[config.mk]
export PLATFORM = sky130hd
export DESIGN_NAME = mem_arbiter
export DESIGN_NICKNAME = d
export VERILOG_FILES = /design/src/rtl/mem_arbiter.sv
export SDC_FILE = /design/constraint.sdc
export NUM_CORES = 1
export LEC_CHECK = 0
export CAP_MARGIN = 15
export CELL_PAD_IN_SITES_DETAIL_PLACEMENT = 1
export CELL_PAD_IN_SITES_GLOBAL_PLACEMENT = 1
export CORE_AREA = 4 4 310 312
export DETAILED_ROUTE_END_ITERATION = 8
export DIE_AREA = 0 0 314 316
export PLACE_DENSITY = 0.39
export SYNTH_ARGS = -nofsm -noshare
export SYNTH_HDL_FRONTEND = slang
export SYNTH_SLANG_ARGS = --single-unit
[constraint.sdc]
create_clock -name clk -period 5.05 [get_ports clk]
set_input_delay 1.515 -clock clk [delete_from_list [all_inputs] [get_ports clk]]
set_output_delay 1.515 -clock clk [all_outputs]
set_load 0.02 [all_outputs]
[src/rtl/mem_arbiter.sv]
// mem_arbiter: round-robin arbiter sharing one memory line port between I-cache and D-cache
module mem_arbiter #(
  parameter int WIDTH = 32,
  parameter int LINE = 128,
  parameter int TIMEOUT = 256,
  parameter int CNT_W = 32
) (
  input  logic             clk,
  input  logic             rst,
  input  logic             i_req,
  input  logic [WIDTH-1:0] i_addr,
  output logic             i_ready,
  output logic [LINE-1:0]  i_rdata,
  input  logic             d_req,
  input  logic             d_we,
  input  logic [WIDTH-1:0] d_addr,
  input  logic [LINE-1:0]  d_wdata,
  output logic             d_ready,
  output logic [LINE-1:0]  d_rdata,
  output logic             mem_req,
  output logic             WriteEnable,
  output logic [WIDTH-1:0] memory_address,
  output logic [LINE-1:0]  mem_writedata,
  input  logic [LINE-1:0]  mem_readdata,
  input  logic             mem_ready,
  output logic             timeout_err,
  output logic [CNT_W-1:0] i_grants,
  output logic [CNT_W-1:0] d_grants
);
  localparam int WD_W = $clog2(TIMEOUT + 1);
  localparam logic [WD_W-1:0] TO = WD_W'(TIMEOUT);
  typedef enum logic [1:0] {IDLE, GNT_I, GNT_D} state_t;
  state_t state, state_n;
  logic last_d;
  logic [WD_W-1:0] wd, wd_inc;
  assign wd_inc = wd + WD_W'(1);
  always_ff @(posedge clk or posedge rst)
    if (rst) state <= IDLE;
    else state <= state_n;
  // on a tie, I wins unless it was the last port served
  always_comb
    state_n = state == IDLE ? (i_req && (!d_req || last_d) ? GNT_I : d_req ? GNT_D : IDLE)
            : mem_ready ? IDLE : state;
  always_ff @(posedge clk or posedge rst)
    if (rst) begin
      last_d <= 1'b1;
      wd <= '0;
      timeout_err <= 1'b0;
      i_grants <= '0;
      d_grants <= '0;
    end else if (state == IDLE) begin
      wd <= '0;
    end else if (mem_ready) begin
      last_d <= state == GNT_D;
      if (state == GNT_I) i_grants <= i_grants + CNT_W'(1);
      if (state == GNT_D) d_grants <= d_grants + CNT_W'(1);
    end else begin
      if (wd != TO) wd <= wd_inc;
      if (wd_inc == TO) timeout_err <= 1'b1;
    end
  always_comb begin
    mem_req = state != IDLE;
    WriteEnable = state == GNT_D && d_we;
    memory_address = state == GNT_I ? i_addr : state == GNT_D ? d_addr : '0;
    mem_writedata = state == GNT_D ? d_wdata : '0;
    i_ready = state == GNT_I && mem_ready;
    i_rdata = state == GNT_I ? mem_readdata : '0;
    d_ready = state == GNT_D && mem_ready;
    d_rdata = state == GNT_D ? mem_readdata : '0;
  end
endmodule

; Word level (Yosys, flattened, before mapping)
; Cells that the tools add are included.
; Widths: inputs -> output; s select.
[classes]
addsub = 3
eq_ne = 5
muxes = 12
bitwise = 2
reduce_logical = 15
[ops]
columns = op, count
row1 = $mux 128, 3
row2 = $add 32x1->32 const B, 2
row3 = $mux 32, 2
row4 = $mux 9, 3
row5 = $add 9x1->9 const B, 1
row6 = $eq 9x9->1 const B, 1
row7 = $ne 9x9->1 const B, 1
row8 = $reduce_and 3->1, 3
row9 = $mux 2, 4
row10 = $reduce_bool 2->1, 3
row11 = $logic_and 1x1->1, 4
row12 = $reduce_and 2->1, 2
row13 = $eq 2x1->1 const B, 1
row14 = $eq 2x2->1 const B, 1
row15 = $logic_not 2->1, 1
row16 = $ne 2x1->1 const B, 1
row17 = $not 1->1, 2
row18 = $logic_not 1->1, 1
row19 = $logic_or 1x1->1, 1
[totals]
regBits = 77
in_bits = 326
output_inout_bits = 485
wordCells = 43

; Longest topological paths before layout
[depth]
ltp_word = 5
depth_mapped = 6
mapped_depth_nobuf = 6

; Worst setup path before layout
; OpenSTA, ideal clock, no wires.
[synth_path]
path_kind = input port to output port
startpoint = input port mem_ready
endpoint = output port d_ready
arrival_time_ps = 2336
required_time_ps = 3535
setup_slack_ps = 1199
path_stages = 4
path_cell_list = clkbuf_1 -> buf_1 -> nand2_1 -> inv_1
[synth_between]
elab_chain_cells = 1
[synth_rtl]
columns = item, line_no
row1 = from (decl), 25  ; input logic mem_ready,
row2 = $logic_and 1x1->1, 68  ; d_ready = state == GNT_D && mem_ready;
row3 = to (decl), 18  ; output logic d_ready,
; No other way between the ends.

; Worst setup path after layout
[layout_path]
startpoint = input port mem_readdata[7]
endpoint = output port d_rdata[7]
[layout_between]
elab_chain_cells = 1
[layout_rtl]
columns = item, line_no
row1 = from (decl), 24  ; input logic [LINE-1:0] mem_readdata,
row2 = $mux 128, 69  ; d_rdata = state == GNT_D ? mem_readdata : '0;
row3 = to (decl), 19  ; output logic [LINE-1:0] d_rdata,
; No other way between the ends.

==> results.yml <==
worst_hold_path:
  min_path_type: "reg2reg"
die:
  ios: 811
  dieArea_mm2: 0.0992
  die_w_um: 314
  core_mm2: 0.0930
  row_count: 112
  start_util: 0.0697
  die_h_um: 316
finish:
  fin_nets: 1924
  drive_gt1_frac: 0.0532
  layout_commonest_cell: "clkdlybuf4s50_1"
  finalNonFillerCells: 2859
  area_delta_synth_final_pct: 155
  mostFrequentLayoutCells: "785 x clkdlybuf4s50_1, 389 x and2_1, 76 x dfrtp_1, 57 x xnor2_1, 51 x buf_4"
setup_path:
  cp-end-kind: "primary output"
  crit_type: "in2out"
  worstSetupStartpointType: "input port"
  worst_ep_arrival_time_ns: 3.12
  required_ns: 3.54
  worstPathMaxFanout: 2
cts:
  post_cts_buffers: 0
  clk_pin_slew_ns: 0.05
  holdBufCountCts: 0
  clockBufferDepth: 2
  clkLatencyLatePin_ns: 0.35
  cts_tree: "yes"
  ctsResizeCount: 0
  clock-sinks: 77
  htree_levels: 3
  cts_root_buf: "clkbuf_16"
  cts_made_buffers: 9
status:
  status: "finished clean"
timing:
  slew_violations: 0
  layout_setup_ws_ns: 0.412
  final.min_clock_period_ns: 4.64
  setup_tns_ns: 0
  finalSetupViolCount: 0
  fmax_mhz: 216
  finalHoldViolCount: 0
  rsz0062_at_grt: "false"
  min_period_over_period: 0.918
  clock_skew_ns: 0.00602
  worst_slew_pin_slew_ns: 1.04
  slew_headroom: 0.307
  whs_ns: 0.487
logic_synthesis:
  synth_nets: 1129
  yosysWarnings: 0
  syn_avg_cell_area_um2: 8.12
  yosysSeqAreaShare: 0.297
  synth_edf_count: 0
  syn-cell-area_mm2: 0.00649
  synth_cell_type_count: 41
  ys.flop_type: "dfrtp_1"
  synth.ff_latch_count: 77
  synth_cells: 799
  async_flop_share: 1.00
route:
  dr.pass1.iters: 4
  final_antenna_net_count: 0
  viasPerCell: 3.17
  drt_iter0_drc: 401
  vias: 9058
  routed_wl_um: 80300
  wl_per_cell_um: 28.1
  post-route-drc-count: 0
global_route:
  grt_pass1_wl_um: 101000
  antenna_found_initial: 35
  grt_usage: 0.154
  grt_max_degree: 72
  grt_pass1_vias: 9830
  overflow: 0
placed_design:
  dp_cells: 2837
  dp_slack_ns: 0.357
  dpl.hpwl_um: 73100
  portBuffers: 810
  place.gp.congestion: 0.957
power_and_ir_drop:
  powerDensity_mw_per_mm2: 442
  peakVddDrop_v: 0.000171
  power.leakage_nw: 6.14
  power_mw: 7.30
run:
  maxCapViolCount: 0
-- where the power goes --
group	total [mW]	internal, mW	switching (mW)
Clock	0.609	0.345	0.264
Sequential	0.770	0.675	0.0950
Combinational	5.92	2.51	3.41
-- critical path: stages --
cell	delay [ns]
clkdlybuf4s50_1	0.72
and2_1	0.20
clkdlybuf4s50_1	0.68
-- synth_stat cells, types with 9 or more instances --
cell | n | area (um^2)
dfrtp_1 | 76 | 1900
inv_1 | 11 | 41.3
xnor2_1 | 57 | 499
and2_1 | 389 | 2430
nand4_1 | 30 | 188
nor2_1 | 13 | 48.8
and4_1 | 9 | 78.8
xor2_1 | 12 | 105
a22o_1 | 32 | 280
clkbuf_1 | 53 | 199
nand3_1 | 25 | 125
nand2_1 | 24 | 90.1
-- area by class of cell --
type / instances / area [um^2]
fillers: 11000 / 76500
clock inverters: 4 / 23.8
clock buffers: 12 / 246
well taps: 1254 / 1570
inverters: 11 / 41.3
diodes: 6 / 15.0
repair buffers: 843 / 8380
flip-flops and latches: 77 / 1930
multi-input cells: 652 / 4320
-- final timing paths --
kind | start | end | slack [ns] | cells after the start
max | mem_readdata[7] | d_rdata[7] | 0.41 | 3
min | d_grants[31] | d_grants[31] | 0.49 | 1
max reg2reg | state[1] | d_grants[18] | 2.42 | 5
min reg2reg | d_grants[31] | d_grants[31] | 0.49 | 1
max in group asynchronous | rst | last_d | 2.62 | 3
min in group asynchronous | rst | d_grants[11] | 1.56 | 2
-- per-stage QoR --
stage,area (um^2),utilization
2_1_floorplan,6490,-
3_3_place_gp,16200,0.174
3_5_place_dp,16200,0.174
4_1_cts,16500,0.177
5_1_grt,16500,0.177
6_report,16500,0.178
-- layer usage --
metal,global-route usage,routed length [um],vias up
li1,-,-,4202
met1,0.184,32000,4329
met2,0.259,38500,445
met3,0.0678,8290,70
met4,0.0260,1440,12
met5,0,80,-
-- cell families after synthesis --
logic type	count (synthesis)	share of synthesized area
AND/OR/NAND/NOR	529	0.499
flip-flops	77	0.297
buffers and inverters	70	0.0411
XOR/XNOR	69	0.0931
AO/OA/AOI/OAI	47	0.0571
multiplexers	3	0.00501
adder cells (fa/ha/maj)	4	0.00771
-- flip-flops by register name (all words and copies together) (netlist names) --
register,cells
d_grants,32
i_grants,32
last_d,1
state,2
timeout_err,1
wd,9
No activity file was read; power rests on OpenSTA's default activity.
